$ cat config.mk
export PLATFORM = sky130hd
export DESIGN_NAME = uart_rx_param
export DESIGN_NICKNAME = d
export VERILOG_FILES = /design/src/rtl/uart_pkg.sv /design/src/rtl/uart_rx_sync_vote.sv /design/src/rtl/uart_rx_param.sv
export SDC_FILE = /design/constraint.sdc
export NUM_CORES = 1
export LEC_CHECK = 0
export ABC_AREA = 1
export BUFFER_PORTS_ARGS = -buffer_cell sky130_fd_sc_hd__clkbuf_2
export CAP_MARGIN = 10
export CORE_ASPECT_RATIO = 2
export CORE_MARGIN = 4
export CORE_UTILIZATION = 61
export CTS_CLUSTER_SIZE = 24
export DETAILED_ROUTE_END_ITERATION = 12
export HOLD_SLACK_MARGIN = 0.08
export MAX_ROUTING_LAYER = met4
export PLACE_DENSITY = 0.79
export SYNTH_ARGS = -nofsm -noshare
export SYNTH_HDL_FRONTEND = slang
export SYNTH_SLANG_ARGS = --single-unit
export TNS_END_PERCENT = 30
$ cat constraint.sdc
create_clock -name clk -period 2.4 [get_ports clk]
set_input_delay 0.12 -clock clk [delete_from_list [all_inputs] [get_ports clk]]
set_output_delay 0.12 -clock clk [all_outputs]
set_load 0.05 [all_outputs]
$ cat src/rtl/uart_pkg.sv
// Shared types and helpers for the parametrised UART receiver.
// Parameter legality helpers are evaluated at elaboration time.
package uart_pkg;

  typedef enum logic [2:0] {
    IDLE,
    START,
    DATA,
    PARITY,
    STOP
  } rx_state_e;

  function automatic logic calc_parity(
    input logic [8:0] data,
    input logic       odd
  );
    return (^data) ^ odd;
  endfunction

  function automatic bit os_ok(input int os);
    return (os % 2 == 0) && (os >= 8);
  endfunction

  function automatic bit stop_ok(input int s);
    return (s == 1) || (s == 2);
  endfunction

  function automatic bit data_ok(input int d);
    return (d >= 5) && (d <= 9);
  endfunction

endpackage

$ cat src/rtl/uart_rx_sync_vote.sv
// Two-flop synchroniser for the async rx pad plus a 2-of-3
// majority over the current and two previous synchronised samples.
module uart_rx_sync_vote (
  input  logic clk,
  input  logic rst_n,
  input  logic rx_i,
  output logic rxs_o,
  output logic prev_o,
  output logic maj_o
);

  logic       s1_q;
  logic       s2_q;
  logic [1:0] hist_q;

  always_ff @(posedge clk) begin
    if (!rst_n) begin
      s1_q   <= 1'b1;
      s2_q   <= 1'b1;
      hist_q <= 2'b11;
    end else begin
      s1_q   <= rx_i;
      s2_q   <= s1_q;
      hist_q <= {hist_q[0], s2_q};
    end
  end

  assign rxs_o  = s2_q;
  assign prev_o = hist_q[0];
  assign maj_o  = (s2_q & hist_q[0])
                | (s2_q & hist_q[1])
                | (hist_q[0] & hist_q[1]);

endmodule

$ cat src/rtl/uart_rx_param.sv
// Parametrised UART receiver: voted bit decisions, one-entry
// holding register with valid/ready, error sideband, sticky overrun.
module uart_rx_param
  import uart_pkg::*;
#(
  parameter int DATA_BITS  = 8,
  parameter int OVERSAMPLE = 16,
  parameter int PARITY_EN  = 0,
  parameter int PARITY_ODD = 0,
  parameter int STOP_BITS  = 1
) (
  input  logic                 clk,
  input  logic                 rst_n,
  input  logic                 en,
  input  logic                 rx,
  output logic [DATA_BITS-1:0] data_out,
  output logic                 valid,
  input  logic                 ready,
  output logic                 parity_err,
  output logic                 frame_err,
  output logic                 break_det,
  output logic                 overrun,
  input  logic                 overrun_clr,
  output logic                 busy
);

  localparam int CW = $clog2(OVERSAMPLE) + 1;
  localparam logic [CW-1:0] CNT_DEC  = CW'(OVERSAMPLE / 2 + 1);
  localparam logic [CW-1:0] CNT_WRAP = CW'(OVERSAMPLE - 1);
  localparam logic [3:0] LAST_DATA = 4'(DATA_BITS - 1);
  localparam logic [3:0] LAST_STOP = 4'(STOP_BITS - 1);
  localparam logic       ODD       = 1'(PARITY_ODD);

  if (!(os_ok(OVERSAMPLE) && stop_ok(STOP_BITS) && data_ok(DATA_BITS)))
  begin : g_bad_cfg
    $error("uart_rx_param: illegal parameter set");
  end

  logic rxs;
  logic rxs_prev;
  logic maj;

  uart_rx_sync_vote u_sync (
    .clk    (clk),
    .rst_n  (rst_n),
    .rx_i   (rx),
    .rxs_o  (rxs),
    .prev_o (rxs_prev),
    .maj_o  (maj)
  );

  rx_state_e            state_q;
  logic [CW-1:0]        cnt_q;
  logic [3:0]           bit_q;
  logic [DATA_BITS-1:0] shift_q;
  logic                 par_q;
  logic                 ferr_q;
  logic                 zero_q;

  logic dec;
  logic wrap;
  logic perr;

  assign dec  = (cnt_q == CNT_DEC);
  assign wrap = (cnt_q == CNT_WRAP);
  assign perr = (PARITY_EN != 0)
              && (par_q != calc_parity(9'(shift_q), ODD));

  always_ff @(posedge clk) begin
    if (!rst_n) begin
      state_q    <= IDLE;
      cnt_q      <= '0;
      bit_q      <= '0;
      shift_q    <= '0;
      par_q      <= 1'b0;
      ferr_q     <= 1'b0;
      zero_q     <= 1'b0;
      data_out   <= '0;
      valid      <= 1'b0;
      parity_err <= 1'b0;
      frame_err  <= 1'b0;
      break_det  <= 1'b0;
      overrun    <= 1'b0;
      busy       <= 1'b0;
    end else begin
      if (valid && ready) valid <= 1'b0;
      cnt_q <= wrap ? '0 : cnt_q + CW'(1);
      if (state_q != IDLE && !en) begin
        state_q <= IDLE;
        busy    <= 1'b0;
      end else begin
        unique case (state_q)
          IDLE: begin
            // falling edge only, so a held-low line cannot retrigger
            if (en && !rxs && rxs_prev) begin
              state_q <= START;
              cnt_q   <= CW'(1);
              bit_q   <= '0;
              busy    <= 1'b1;
              zero_q  <= 1'b1;
              ferr_q  <= 1'b0;
            end
          end
          START: begin
            if (dec && maj) begin
              state_q <= IDLE;
              busy    <= 1'b0;
            end else if (wrap) begin
              state_q <= DATA;
            end
          end
          DATA: begin
            if (dec) begin
              shift_q <= {maj, shift_q[DATA_BITS-1:1]};
              if (maj) zero_q <= 1'b0;
            end
            if (wrap) begin
              if (bit_q == LAST_DATA) begin
                bit_q   <= '0;
                state_q <= (PARITY_EN != 0) ? PARITY : STOP;
              end else begin
                bit_q <= bit_q + 4'd1;
              end
            end
          end
          PARITY: begin
            if (dec) begin
              par_q <= maj;
              if (maj) zero_q <= 1'b0;
            end
            if (wrap) state_q <= STOP;
          end
          STOP: begin
            if (dec && bit_q == LAST_STOP) begin
              state_q <= IDLE;
              busy    <= 1'b0;
              if (!valid || ready) begin
                data_out   <= shift_q;
                parity_err <= perr;
                frame_err  <= ferr_q | ~maj;
                break_det  <= zero_q & ~maj;
                valid      <= 1'b1;
              end else begin
                overrun <= 1'b1;
              end
            end else begin
              if (dec && !maj) ferr_q <= 1'b1;
              if (dec && maj) zero_q <= 1'b0;
              if (wrap) bit_q <= bit_q + 4'd1;
            end
          end
          default: state_q <= IDLE;
        endcase
      end
      if (overrun_clr) overrun <= 1'b0;
    end
  end

endmodule
* Word-level counts from Yosys, hierarchy flattened
Index checks and enable logic that the tools add are counted.
Word-level totals: output and inout port bits 14, word-level logic and storage cells 113, register bits 39, input port bits 6
Operators by class: multiplexer cells 35, equal/unequal tests 20, reductions and logical operators 30, bitwise operators 11, add/sub/neg operators 2
Operator list (number):
- 3-bit two-way mux | 7
- 4-bit two-way mux | 5
- 5-bit two-way mux | 4
- 2-bit inequality test (second input constant) | 10
- 3-bit case mux with 5 select lines | 1
- 1-bit two-way mux | 14
- 4-bit case mux with 3 select lines | 1
- 4-bit AND reduction | 3
- 6-bit AND reduction | 2
- 3-bit nonzero test | 4
- 5-bit by 4-bit == test with 1-bit output (second input constant) | 2
- 1-bit logical AND | 7
- 7-bit AND reduction | 1
- 3-bit by 2-bit == test with 1-bit output (second input constant) | 2
- 1-bit case mux with 3 select lines | 2
- 2-bit OR reduction | 3
- 5-bit by 1-bit adder with 5-bit output (second input constant) | 1
- 5-bit AND reduction | 1
- 4-bit by 1-bit adder with 4-bit output (second input constant) | 1
- 1-bit AND | 4
- 4-bit by 3-bit == test with 1-bit output (second input constant) | 1
- 1-bit zero test | 4
- 4-bit zero test | 1
- 2-bit by 1-bit inequality test with 1-bit output (second input constant) | 2
- other kinds (10) | 15

* Logic depth before layout (Yosys ltp)
depth after elaboration 8, mapped depth 13, gate-level depth less buffers 13

* Modules after synthesis
From an unflattened synthesis, not the netlist that was laid out.
Unflattened totals: cells, all modules 258, area, all modules 1889.3 µm²
By module, submodules not included:
- uart_rx_param | times used 1, sequential area each 700.7 µm², area an instance 1762.9 µm², cells each 242
- uart_rx_sync_vote | times used 1, sequential area each 80.1 µm², area an instance 126.4 µm², cells each 16

* Worst setup path after synthesis
No wires, ideal clock.
kind register to register, start register valid, end register break_det, path buffers 1, library setup time 0.070 ns, period minus slack after synthesis 1.552 ns, arrival time 1.482 ns, data required time 2.330 ns, slack 0.848 ns, stages on the path, launching flop included 8, cells stage by stage dfxtp_1 > inv_1 > nor2_1 > nor2_4 > nand3_1 > buf_2 > nand2_1 > a21oi_1
On the way: cells in the longest elaborated chain, start to end 3
Ends and longest elaborated chain:
- start: declaration | RTL line uart_rx_param.sv:17 | output logic valid,
- start signal: assignment | RTL line uart_rx_param.sv:79 | valid <= 1'b0;
- start signal: assignment | RTL line uart_rx_param.sv:86 | if (valid && ready) valid <= 1'b0;
- start signal: assignment | RTL line uart_rx_param.sv:142 | valid <= 1'b1;
- 1-bit zero test | RTL line uart_rx_param.sv:137 | if (!valid || ready) begin
- 1-bit logical OR | RTL line uart_rx_param.sv:137
- 4-bit AND reduction (no source line)
- end signal: assignment | RTL line uart_rx_param.sv:141 | break_det <= zero_q & ~maj;
- end: declaration | RTL line uart_rx_param.sv:21 | output logic break_det,
Every way passes these cells. A chain may end at the register's enable or synchronous reset.

* Final worst setup path
start register cnt_q[1], end register break_det
On the way: cells in the longest elaborated chain, start to end 3
Ends and longest elaborated chain:
- start: declaration | RTL line uart_rx_param.sv:53 | logic [CW-1:0] cnt_q;
- start signal: assignment | RTL line uart_rx_param.sv:87 | cnt_q <= wrap ? '0 : cnt_q + CW'(1);
- 5-bit by 4-bit == test with 1-bit output | RTL line uart_rx_param.sv:64 | assign dec = (cnt_q == CNT_DEC);
- 1-bit logical AND | RTL line uart_rx_param.sv:134 | if (dec && bit_q == LAST_STOP) begin
- 4-bit AND reduction (no source line)
Every way passes these cells.

==> impl_summary.log <==
[metrics] result of the run: finished, final reports clean
[metrics] # diodes: 0
[metrics] Post-synth EDFFs: 0
[metrics] number of register bits inferred by synthesis: 39
[metrics] leading cell type in the layout, fill and taps excluded: nand2_1
[metrics] Worst R2R End: break_det
[metrics] signed area change from the synthesized netlist to the final layout: 13.05%
[metrics] leakage power: 0.0009692 uW
[metrics] maximum number of pins on one net before global-route repair: 18
[metrics] total wire length after detailed routing: 4.074 mm
[metrics] die width: approximately 47 um
[metrics] share of layout cells above drive strength 1: 0.1495
[metrics] Hold Fails Final Rpt: 0
[metrics] share of synthesized area occupied by flip-flops and latches: 0.4262
[metrics] fraction of met3 tracks used by global routing: 0.05672
[metrics] startpoint kind of the worst setup timing path: flip-flop
[metrics] worst vdd rail ir drop: about 540 uV
[metrics] final HPWL from detailed placement: 3.028 mm
[metrics] number of cells on the worst hold path: 2
[metrics] summed instance area of the synthesized netlist: approximately 1800 um^2
[metrics] PD cells: between 800 and 900 nW/um^2
[metrics] Clock H-tree levels: 2
[metrics] cells on worst reg2reg path: 9
[metrics] Clock Pin Slew Worst Setup and Hold Paths: 0.08 ns
[metrics] number of DRC markers after the initial detailed-route iteration: 39
[metrics] Core ar.: 2804 um^2
[metrics] GRT Util Overall: 0.2377
[metrics] Synth Area per Inst: about 7.1 um^2
[metrics] total of cells resized after clock tree synthesis: 0
[metrics] DR vias/cell: roughly 5.3
[metrics] Longest Clk Path Bufs: 2
[metrics] nature of the critical path endpoint: flip-flop
[metrics] CTS tree: yes
[metrics] CTS sink count: 39
[metrics] largest cells by area after synthesis: dfxtp_1 (43%), nand2_1 (13%), nor2_1 (8.8%)
[metrics] count of unique library cells instantiated by Yosys: 32
[metrics] via total after detailed routing: roughly 1,700
[metrics] met1 demand-to-capacity share in global routing: 0.2348
[metrics] Die Area: about 4000 um^2
[metrics] Slowest cell on crit path: nand3_1
[metrics] worst-path cell chain: inv_1, ha_1, nand2_1, clkinv_1, nand2_2, nor2_4, nand3_1, nand3b_1, a21oi_1
[metrics] net count after synthesis: about 270
[metrics] RSZ-0062 raised after global routing: false
[metrics] NumNets Final: 290
[metrics] total gr overflow: 0
[metrics] area occupied by registers: around 800 um^2
[metrics] number of optimization iterations in the first detailed-route pass: 4
[metrics] number of antenna violations at the first check in global routing: 0
[metrics] final antenna-violating net count: 0
[metrics] final total negative setup slack: 0 ns
[metrics] final-report max-slew violation count: 0
[metrics] Async S/R FF share, synth: 0
[metrics] # Max-Cap Violations: 0
[metrics] clock period minus worst slack: 1.731 ns
[metrics] Hold Slack: around 0.20 ns
[metrics] launch point of the worst hold path: rst_n
[metrics] peak per-stage delay on the critical path: between 0.3 and 0.4 ns
[metrics] critical path peak fanout: 12
[metrics] post-route clock skew: roughly 0.0086 ns
[metrics] Worst EP required: approximately 2.6 ns
[metrics] leading register cell type out of synthesis: dfxtp_1
[metrics] Port Buffers: 18
[metrics] number of clock buffers inserted by TritonCTS: 5
[metrics] number of top-level pins: 20
[metrics] commonest non-fill, non-tap cells in the layout: nand2_1 (63), nor2_1 (43), dfxtp_1 (39)
[metrics] data arrival at the endpoint of the critical path: 1.96 ns
[metrics] latest clock arrival within the worst-skew pair: between 0.3 and 0.4 ns
[metrics] Post-Syn Instances: approximately 260
[metrics] end point of the most critical hold path: u_sync.hist_q[1]
[metrics] multi-input combinational cell area: ~900 um^2
[metrics] cell at the root of the clock tree: clkbuf_8
[metrics] cell type with the highest aggregate area in the netlist: dfxtp_1
[metrics] routing usage on met2: 0.4008
[metrics] filler cell count in the final layout: between 200 and 300
[metrics] starting utilization of the core area: 0.6533
[metrics] worst min-delay path class: input port to flip-flop
[metrics] number of global-route vias before repair: 1,577
[metrics] share of the cycle needed by the critical path after routing: 0.7213
[metrics] startpoint of the worst register-to-register path: cnt_q[1]
[metrics] origin of the worst setup path: cnt_q[1]
[metrics] internal reg-to-reg setup slack: 0.67 ns
[metrics] worst setup path category: flip-flop to flip-flop
[metrics] count of final setup violators: 0
[metrics] number of design rule violations left after detail routing: 0
[metrics] most used routing layer: met2
[metrics] maximum clock frequency: 577.7 MHz
[metrics] standard-cell row count: 27
[metrics] proportion of netlist area held by the largest area contributor: 0.4262
[metrics] number of warning messages in the yosys log: 0
[metrics] routed wirelength normalized by instance count: 13.14 um
[metrics] gpl congestion: a little over 0.9
[metrics] DIE HEIGHT: 85.50 um
[metrics] global-route wire length before repair: between 6 and 7 mm
timing repair:
| action | CTS | global route |
|---|---|---|
| hold buffers | 2 | 0 |
| setup buffers | 0 | 0 |
| hold endpoints to repair | 2 | 0 |
report_power, final:
part	internal (uW)	switching, uW	leakage, uW
Clock	309	250	0.0000581
Combinational	128	262	0.000595
Sequential	688	37.7	0.000316
Total	1130	549	0.000969
registers in the layout, indices dropped and copies added (netlist names):
| name | count |
|---|---|
| ferr_q | 1 |
| cnt_q | 5 |
| u_sync.s1_q | 1 |
| busy | 1 |
| u_sync.rxs_o | 1 |
| data_out | 8 |
| valid | 1 |
| state_q | 3 |
| shift_q | 8 |
| zero_q | 1 |
| bit_q | 4 |
| frame_err | 1 |
| u_sync.hist_q | 2 |
| overrun | 1 |
| break_det | 1 |
stage by stage:
stage | cell area (um^2) | cells | utilization | power, uW | worst slack [ns]
5_1_grt | 2071 | 310 | 0.7385 | 1777 | 0.4958
2_1_floorplan | 1832 | 257 | - | 1052 | 0.8484
3_3_place_gp | 1938 | 300 | 0.6912 | 1117 | 0.7539
6_report | 2071 | 310 | 0.7385 | 1675 | 0.6690
4_1_cts | 2071 | 310 | 0.7385 | 1681 | 0.6676
3_5_place_dp | 1938 | 300 | 0.6912 | 1125 | 0.6835
worst max-delay path by stage:
stage	endpoint	slack [ns]	depth (start not counted)
global placement	break_det	0.75	9
floorplan	break_det	0.85	7
detailed placement	frame_err	0.68	9
finish	break_det	0.67	9
global route	frame_err	0.50	9
CTS	break_det	0.67	7
per-layer routing:
| metal | up-vias | part of all wire |
|---|---|---|
| met4 | 0 | 0.041 |
| met1 | 744 | 0.38 |
| met5 | - | 0 |
| met3 | 13 | 0.036 |
| li1 | 867 | - |
| met2 | 34 | 0.55 |
cells in the mapped netlist, drive strengths merged, types with 2 or more instances:
cell / number
nand2: 67
nor2: 47
dfxtp: 39
inv: 28
a21oi: 17
o21ai: 13
nand3: 11
nand4: 11
ha: 4
nor3: 3
a21boi: 2
buf: 2
clkbuf: 2
or2: 2
xnor2: 2
area by class of cell:
type | count | share of cell area
clock buffer | 5 | 0.03323
clock inverter | 3 | 0.02115
inverter | 29 | 0.05498
multi-input combinational | 185 | 0.4429
sequential | 39 | 0.3770
tap | 29 | 0.01752
timing repair buffer | 20 | 0.05317
cell families (layout without fill, tap and decap cells):
kind of cell / count (synthesis) / count (layout) / synth area share
other: 1 / 1 / 0.002047
AOI/OAI and AO/OA: 35 / 35 / 0.1031
and+or+nand+nor: 142 / 142 / 0.3538
xor gates and xnor gates: 3 / 3 / 0.01435
DFF: 39 / 39 / 0.4262
adders and majority gates: 4 / 4 / 0.02732
buffers and inverters: 33 / 57 / 0.07309
worst max-delay path, delay by kind of cell (launching register included):
kind / cells / cell delay (ns)
fa+ha+maj: 1 / 0.13
buf+inv: 2 / 0.13
flops: 1 / 0.32
simple gates: 5 / 0.96
compound gates: 1 / 0.11
Note: power is estimated with default switching activity, not from simulation.
